===== config.mk =====
export PLATFORM = sky130hd
export DESIGN_NAME = clksel_ctrl
export DESIGN_NICKNAME = d
export VERILOG_FILES = /design/src/rtl/clksel_ctrl.sv
export SDC_FILE = /design/constraint.sdc
export NUM_CORES = 1
export LEC_CHECK = 0
export CORE_MARGIN = 4
export CORE_UTILIZATION = 48
export CTS_BUF_LIST = sky130_fd_sc_hd__clkbuf_16
export CTS_CLUSTER_SIZE = 14
export DETAILED_ROUTE_END_ITERATION = 10
export GPL_ROUTABILITY_DRIVEN = 0
export GPL_TIMING_DRIVEN = 0
export PLACE_DENSITY_LB_ADDON = 0.3
export SLEW_MARGIN = 20
export SYNTH_ARGS = -nofsm -noshare
export SYNTH_HDL_FRONTEND = slang
export SYNTH_SLANG_ARGS = --single-unit

===== constraint.sdc =====
create_clock -name clk -period 2 [get_ports clk]
set_input_delay 0.2 -clock clk [delete_from_list [all_inputs] [get_ports clk]]
set_output_delay 0.2 -clock clk [all_outputs]
set_load 0.03 [all_outputs]

===== src/rtl/clksel_ctrl.sv =====
// clksel_ctrl: clock-mux select sequencer (gate-off, settle, sel change, settle, gate-on).
// Build macro CLKSEL_FAILOVER_EN adds an automatic switch away from a dead active clock.
module clksel_ctrl #(
  parameter int SETTLE_CYCLES = 4,
  parameter int MIN_DWELL     = 16
) (
  input  logic clk,
  input  logic rst_n,
  input  logic req_valid,
  input  logic req_sel,
  output logic req_ready,
  output logic sel,
  output logic gate_en,
  output logic busy,
  output logic done,
  input  logic clk_ok_a,
  input  logic clk_ok_b
);

  localparam int SW = $clog2(SETTLE_CYCLES + 1);
  localparam int DW = (MIN_DWELL > 0) ? $clog2(MIN_DWELL + 1) : 1;
  localparam logic [SW-1:0] SET_LAST  = SW'(SETTLE_CYCLES - 1);
  localparam logic [DW-1:0] DWELL_MAX = DW'(MIN_DWELL);

  typedef enum logic [2:0] {
    S_IDLE     = 3'd0,
    S_GATE_OFF = 3'd1,
    S_SWITCH   = 3'd2,
    S_SETTLE   = 3'd3,
    S_GATE_ON  = 3'd4
  } state_t;

  state_t          state_q, state_d;
  logic            sel_q, sel_d;
  logic            gate_en_q, gate_en_d;
  logic            done_q, done_d;
  logic            ready_q, ready_d;
  logic            busy_q, busy_d;
  logic            target_q, target_d;
  logic [SW-1:0]   cnt_q, cnt_d;
  logic [DW-1:0]   dwell_q, dwell_d;
  logic            fail_now_s;
  logic            fail_next_s;

`ifdef CLKSEL_FAILOVER_EN
  logic ok_a_s1_q, ok_a_s2_q, ok_a_p_q, ok_b_s1_q, ok_b_s2_q, ok_b_p_q;
  logic ok_a_s1_d, ok_a_s2_d, ok_a_p_d, ok_b_s1_d, ok_b_s2_d, ok_b_p_d;

  always_comb begin
    ok_a_s1_d = clk_ok_a;
    ok_a_s2_d = ok_a_s1_q;
    ok_a_p_d  = ok_a_s2_q;
    ok_b_s1_d = clk_ok_b;
    ok_b_s2_d = ok_b_s1_q;
    ok_b_p_d  = ok_b_s2_q;
  end

  // Synchronisers reset to "alive" so reset never provokes a failover.
  always_ff @(posedge clk or negedge rst_n) begin
    if (!rst_n) begin
      ok_a_s1_q <= 1'b1;
      ok_a_s2_q <= 1'b1;
      ok_a_p_q  <= 1'b1;
      ok_b_s1_q <= 1'b1;
      ok_b_s2_q <= 1'b1;
      ok_b_p_q  <= 1'b1;
    end else begin
      ok_a_s1_q <= ok_a_s1_d;
      ok_a_s2_q <= ok_a_s2_d;
      ok_a_p_q  <= ok_a_p_d;
      ok_b_s1_q <= ok_b_s1_d;
      ok_b_s2_q <= ok_b_s2_d;
      ok_b_p_q  <= ok_b_p_d;
    end
  end

  // fail_next predicts next cycle's trigger so the registered req_ready can yield to it.
  always_comb begin
    fail_now_s  = 1'b0;
    fail_next_s = 1'b0;
    if (sel_q) begin
      fail_now_s = !ok_b_s2_q && !ok_b_p_q && ok_a_s2_q;
    end else begin
      fail_now_s = !ok_a_s2_q && !ok_a_p_q && ok_b_s2_q;
    end
    if (sel_d) begin
      fail_next_s = !ok_b_s2_d && !ok_b_p_d && ok_a_s2_d;
    end else begin
      fail_next_s = !ok_a_s2_d && !ok_a_p_d && ok_b_s2_d;
    end
  end
`else
  logic unused_ok_s;

  always_comb begin
    fail_now_s  = 1'b0;
    fail_next_s = 1'b0;
    unused_ok_s = clk_ok_a ^ clk_ok_b;
  end
`endif

  always_ff @(posedge clk or negedge rst_n) begin
    if (!rst_n) begin
      state_q   <= S_IDLE;
      sel_q     <= 1'b0;
      gate_en_q <= 1'b1;
      done_q    <= 1'b0;
      ready_q   <= 1'b0;
      busy_q    <= 1'b0;
      target_q  <= 1'b0;
      cnt_q     <= '0;
      dwell_q   <= DWELL_MAX;
    end else begin
      state_q   <= state_d;
      sel_q     <= sel_d;
      gate_en_q <= gate_en_d;
      done_q    <= done_d;
      ready_q   <= ready_d;
      busy_q    <= busy_d;
      target_q  <= target_d;
      cnt_q     <= cnt_d;
      dwell_q   <= dwell_d;
    end
  end

  always_comb begin
    state_d = state_q;
    case (state_q)
      S_IDLE: begin
        if (fail_now_s) begin
          state_d = S_GATE_OFF;
        end else if (req_valid && ready_q && (req_sel != sel_q)) begin
          state_d = S_GATE_OFF;
        end else begin
          state_d = S_IDLE;
        end
      end
      S_GATE_OFF: begin
        if (cnt_q == SET_LAST) begin
          state_d = S_SWITCH;
        end else begin
          state_d = S_GATE_OFF;
        end
      end
      S_SWITCH: state_d = S_SETTLE;
      S_SETTLE: begin
        if (cnt_q == SET_LAST) begin
          state_d = S_GATE_ON;
        end else begin
          state_d = S_SETTLE;
        end
      end
      S_GATE_ON: state_d = S_IDLE;
      default:   state_d = S_IDLE;
    endcase
  end

  // gate_en and done are set on entry to GATE_ON so they are visible during that cycle.
  always_comb begin
    sel_d     = sel_q;
    gate_en_d = gate_en_q;
    done_d    = 1'b0;
    target_d  = target_q;
    cnt_d     = cnt_q;
    dwell_d   = dwell_q;
    case (state_q)
      S_IDLE: begin
        if (state_d == S_GATE_OFF) begin
          target_d  = fail_now_s ? ~sel_q : req_sel;
          gate_en_d = 1'b0;
          cnt_d     = '0;
        end else if (req_valid && ready_q) begin
          done_d = 1'b1;
        end else if (dwell_q < DWELL_MAX) begin
          dwell_d = dwell_q + 1'b1;
        end else begin
          dwell_d = dwell_q;
        end
      end
      S_GATE_OFF: begin
        if (cnt_q == SET_LAST) begin
          cnt_d = '0;
        end else begin
          cnt_d = cnt_q + 1'b1;
        end
      end
      S_SWITCH: begin
        sel_d = target_q;
        cnt_d = '0;
      end
      S_SETTLE: begin
        if (cnt_q == SET_LAST) begin
          gate_en_d = 1'b1;
          done_d    = 1'b1;
          cnt_d     = '0;
        end else begin
          cnt_d = cnt_q + 1'b1;
        end
      end
      S_GATE_ON: begin
        gate_en_d = 1'b1;
        dwell_d   = '0;
      end
      default: begin
        gate_en_d = 1'b1;
        cnt_d     = '0;
      end
    endcase
  end

  always_comb begin
    busy_d  = (state_d != S_IDLE);
    ready_d = (state_d == S_IDLE) && (dwell_d >= DWELL_MAX) && !fail_next_s;
  end

  assign req_ready = ready_q;
  assign sel       = sel_q;
  assign gate_en   = gate_en_q;
  assign busy      = busy_q;
  assign done      = done_q;

endmodule


==> results of run 1 <==
==> metrics by stage <==
step | utilization, % | area [sq um]
2_1_floorplan | - | 856
3_3_place_gp | 60.6 | 966
3_5_place_dp | 60.6 | 966
4_1_cts | 65.6 | 1050
5_1_grt | 65.6 | 1050
6_report | 65.6 | 1050
==> power groups by stage <==
stage | clock (mW) | sequential [mW] | combinational, mW
floorplan | 0 | 0.634 | 0.455
global placement | 0 | 0.562 | 0.691
detailed placement | 0 | 0.568 | 0.715
CTS | 0.403 | 0.564 | 0.720
global route | 0.423 | 0.585 | 0.800
finish | 0.397 | 0.564 | 0.713
==> logic make-up (layout without fill, tap and decap cells) <==
logic type      count (synthesis)  after routing  synth area share, %
compound gates                 21             21                 18.3
xor+xnor                        2              2                 2.05
fa+ha+maj                       2              2                 2.92
buf+inv                         5             17                 3.51
flops                          17             17                 50.0
mux                             4              4                 5.12
simple gates                   28             28                 18.1
==> per-layer routing <==
layer	vias to the layer above	share of wire [%]	wire length (um)
li1	311	-	-
met1	308	47	743
met2	16	47	733
met3	4	4.4	69
met4	0	1.2	19
met5	-	0	0
==> Yosys cell counts (2+ instances only) <==
cell type,instances,area (sq um)
nand2_1,6,22.5
ha_1,2,25.0
a31oi_1,2,12.5
nor2_1,6,22.5
clkbuf_1,2,7.51
dfstp_2,2,52.6
o21ai_0,3,15.0
a21oi_1,4,20.0
nor2b_1,3,18.8
mux2_2,3,33.8
dfrtp_1,15,375
nand3_1,3,15.0
==> area by class of cell <==
| type | instances | area, sq um | area share [%] |
|---|---|---|---|
| Tap cell | 24 | 30.0 | 2.87 |
| Timing Repair Buffer | 8 | 80.1 | 7.66 |
| Sequential cell | 17 | 428 | 40.9 |
| Buffer | 4 | 26.3 | 2.51 |
| Clock buffer | 3 | 75.1 | 7.18 |
| Multi-Input combinational cell | 57 | 398 | 38.0 |
| Clock inverter | 1 | 5.00 | 0.478 |
| Inverter | 1 | 3.75 | 0.359 |
==> worst min path at each step <==
stage | end | slack, ns
final | asynchronous set/reset pin | 0.40
after global routing | state_q[2]$_DFF_PN0_ | 0.46
after CTS | asynchronous set/reset pin | 0.42
after detailed placement | target_q$_DFFE_PN0P_ | 0.49
after global placement | target_q$_DFFE_PN0P_ | 0.48
after floorplan | asynchronous set/reset pin | -0.1
==> flow_summary.yaml, run 1 <==
sta:
  drv_slew: 0
  relSlewSlack_pct: 49.9
  fmax_mhz: 613
  hold_viol: 0
  setup_tns_ns: 0
  min_period_over_period_pct: 81.6
  min_period_ns: 1.63
  fin_ws_ns: 0.368
  tightestPinTransition_ns: 0.749
  whs_ns: 0.400
  setup_viol: 0
  rsz0062_at_grt: "false"
  finalClockSkew_ns: 0.000468
power:
  swShare_pct: 36.1
  seq_power_share_pct: 33.7
  p_leak_nw: 0.446
  p_int_mw: 1.07
  irDropWorstVdd_mv: 1.07
  clkPwrFrac_pct: 23.7
  p_sw_uw: 605
  power_frac_comb_pct: 42.6
  power_mw: 1.67
  pwr_density_cell_nw_per_um2: 1600
grt:
  grt_overflow: 0
  grt_pass1_vias: 596
  grt_usage_pct: 14.4
  antenna_found_initial: 0
  gr-usage-met3_pct: 4.14
  grt_max_degree: 18
  use_met1_pct: 19.8
  met2_usage_pct: 21.5
  grt_pass1_wl_um: 2760
  busiest_layer: "met2"
finish:
  syn_to_final_growth_pct: 22.2
  nFillCells: 126
  drive_above_1_share_pct: 16.5
  layout_commonest_cell: "dfrtp_1"
  stdcell_count: 115
  diodes: 0
  final_nets: 100
  final_cell_mix: "dfrtp_1, clkdlybuf4s50_1, nand2_1, nor2_1, a21oi_1"
synthesis:
  synth_cell_type_count: 40
  ys_warn_count: 0
  yosysSeqAreaShare_pct: 50.0
  synth_enable_flop_cells: 0
  synth_cells: 79
  synthArstFlopShare_pct: 100
  synth-main-ff-cell: "dfrtp_1"
  syn_area_sq_um: 856
  ys_ff_latch: 17
  synth_area_per_cell_sq_um: 10.8
  synth_nets: 87
setup_path:
  setup.worst_path.end_class: "primary output"
  crit_family: "buffers and inverters"
  critPathKind: "reg -> out"
  start_kind: "flip-flop"
  crit_path_end: "gate_en"
  reg2regPathDepth: 4
  crit_chain: "clkdlybuf4s50_1"
  cp_max_fo: 2
  reg2reg_to: "target_q$_DFFE_PN0P_"
  crit_path_start: "gate_en$_DFFE_PN1P_"
  cp.required_ns: 1.80
  worst-path-buf-inv: 1
  slowest_delay_ns: 0.66
  reg2reg_slack_ns: 0.46
  r2r-start: "state_q[0]$_DFF_PN0_"
  slowest_stage: "clkdlybuf4s50_1"
  cp.arrival_ns: 1.43
  worst-path-stages: 1
detailed_routing:
  drt-pass1-iter-count: 4
  antenna_left: 0
  routedWlPerCell_um: 13.6
  wl_um: 1570
  dr.first_iter.drc_count: 18
  drc: 0
  dr_total_vias: 639
  routed_via_density: 5.56
placed_design:
  place_inst: 111
  place_ws_ns: 0.354
  dp_hpwl_um: 1110
  portBuffers: 8
clock_network:
  cts.repair.resized: 0
  cts_root_buf: "clkbuf_16"
  cts_buffers: 3
  postCtsHoldBufs: 0
  clk_latency_ns: 0.24
  clockBufferDepth: 2
  clkTransAtPathRegs_ns: 0.05
  h-tree-depth: 1
  cts_tree: "built"
  cts_setup_buffers: 0
  tritoncts_num_sinks: 17
floorplan:
  start_util_pct: 53.7
  row_count: 14
  dieArea_sq_um: 2520
  core_sq_um: 1590
  io_pins: 11
  die_y_um: 50.2
  die_w_um: 50.2
run_status:
  outcome: "complete, no violations"
run:
  cap_viol_max_count: 0
min_path:
  min_path_type: "in -> async"
(Power assumes the default switching activity.)
==> inputs of run 2 (changes only) <==
CORE_UTILIZATION = 47   (was 48)
clock period = 1.4 ns   (was 2 ns; I/O delays follow)
==> run 2 against run 1 <==
Design area increased by 5.4%. The run now ends with negative setup slack left. Utilization down 1.8 points. Critical path depth rose by 3. Total power up 50%.
==> flow_summary.yaml, run 2 (synthesis gave the netlist of run 1 again) <==
run_status:
  outcome: "finished, violations left"
  violations: "negative setup slack"
sta:
  min_period_ns: 1.46
  whs_ns: 0.308
  relSlewSlack_pct: 50.3
  rsz0062_at_grt: "true"
  setup_viol: 2
  finalClockSkew_ns: 0.00143
  fmax_mhz: 683
  min_period_over_period_pct: 105
  tightestPinTransition_ns: 0.743
  fin_ws_ns: -0.0633
  drv_slew: 0
  hold_viol: 0
finish:
  stdcell_area_sq_um: 1100
  layout_commonest_cell: "dfrtp_1"
  utilization_pct: 63.8
  syn_to_final_growth_pct: 28.8
  drive_above_1_share_pct: 28.0
  seq_area_sq_um: 430
  final_cell_mix: "dfrtp_1, nand2_1, nor2_1"
  multiInputGateArea_sq_um: 428
  final_nets: 102
  nFillCells: 138
  diodes: 0
grt:
  antenna_found_initial: 0
  grt_overflow: 0
  grt_max_degree: 18
  grt_pass1_vias: 631
  grt_pass1_wl_um: 2820
  grt_usage_pct: 14.7
clock_network:
  clk_latency_ns: 0.25
  postCtsHoldBufs: 0
  cts_root_buf: "clkbuf_16"
  clockBufferDepth: 2
  cts_tree: "built"
  cts_buffers: 3
  h-tree-depth: 1
  clkTransAtPathRegs_ns: 0.05
  tritoncts_num_sinks: 17
floorplan:
  die_y_um: 50.7
  row_count: 15
  start_util_pct: 49.6
  core_sq_um: 1730
  io_pins: 11
  dieArea_sq_um: 2570
  die_w_um: 50.7
detailed_routing:
  routed_via_density: 5.59
  dr_total_vias: 660
  drc: 0
  antenna_left: 0
  drt-pass1-iter-count: 4
  wl_um: 1680
  routedWlPerCell_um: 14.3
  dr.first_iter.drc_count: 7
setup_path:
  cp.arrival_ns: 1.61
  r2r-start: "state_q[0]$_DFF_PN0_"
  crit_path_start: "state_q[0]$_DFF_PN0_"
  start_kind: "flip-flop"
  critPathKind: "reg -> reg"
  crit_chain: "buf_6 > or2_4 > or3_4 > o311ai_4"
  reg2regPathDepth: 4
  cp.required_ns: 1.55
  setup.worst_path.end_class: "flip-flop"
  slowest_delay_ns: 0.37
  slowest_stage: "dfrtp_1"
  cp_max_fo: 5
  reg2reg_slack_ns: -0.06
power:
  power_mw: 2.51
  irDropWorstVdd_mv: 0.974
  p_leak_nw: 0.483
  pwr_density_cell_nw_per_um2: 2280
placed_design:
  dp_hpwl_um: 1100
  portBuffers: 8
  placed_area_sq_um: 970
  place_ws_ns: -0.298
run:
  cap_viol_max_count: 0
min_path:
  min_path_type: "in -> reg"
==> run 2: worst min-delay path by stage <==
stage                                     from                         end  depth (start not counted)
after floorplan                          rst_n  asynchronous set/reset pin                          0
after global placement    target_q$_DFFE_PN0P_        target_q$_DFFE_PN0P_                          1
after detailed placement  cnt_q[1]$_DFFE_PN0P_        cnt_q[1]$_DFFE_PN0P_                          1
after CTS                                rst_n  asynchronous set/reset pin                          1
after global routing                 req_valid              done$_DFF_PN0_                          3
final                                req_valid              done$_DFF_PN0_                          3
==> run 2: what timing repair did <==
item                                    4_1_cts  5_1_grt
setup buffers                                 0        3
endpoints found under the hold margin         0        0
pin swaps                                     0        2
gates resized for setup                       3       10
endpoints found under the setup margin        6       11
==> run 2: power breakdown <==
group	total, mW	internal [mW]	switching (mW)
Sequential	0.834	0.689	0.145
Clock	0.568	0.382	0.186
Combinational	1.11	0.509	0.597
Total	2.51	1.58	0.928
==> run 2: stage by stage <==
| step | TNS (ns) | instances |
|---|---|---|
| 3_5_place_dp | -1.39 | 112 |
| 6_report | -0.110 | 118 |
| 3_3_place_gp | -1.28 | 112 |
| 4_1_cts | -0.139 | 116 |
| 5_1_grt | -0.274 | 118 |
| 2_1_floorplan | 0 | 79 |
==> run 2: worst max-delay path: cells and delay by family, from the launching register on <==
kind / cells / cell delay [ns]
simple gates: 2 / 0.61
compound gates: 1 / 0.26
flops: 1 / 0.37
buf+inv: 1 / 0.13
==> run 2: layer usage <==
layer  vias to the layer above  part of all wire (%)  track usage [%]
li1                        318                     -                -
met1                       327                    47             19.1
met2                        13                    48             22.6
met3                         2                   3.9             3.26
met4                         0                  0.77             8.07
met5                         -                     0                0
==> run 2: cell type report <==
class | count | share of cell area, %
Buffer | 3 | 2.50
Inverter | 1 | 0.341
Sequential cell | 17 | 39.0
Multi-Input combinational cell | 57 | 38.8
Tap cell | 25 | 2.84
Timing Repair Buffer | 11 | 9.19
Clock inverter | 1 | 0.454
Clock buffer | 3 | 6.81
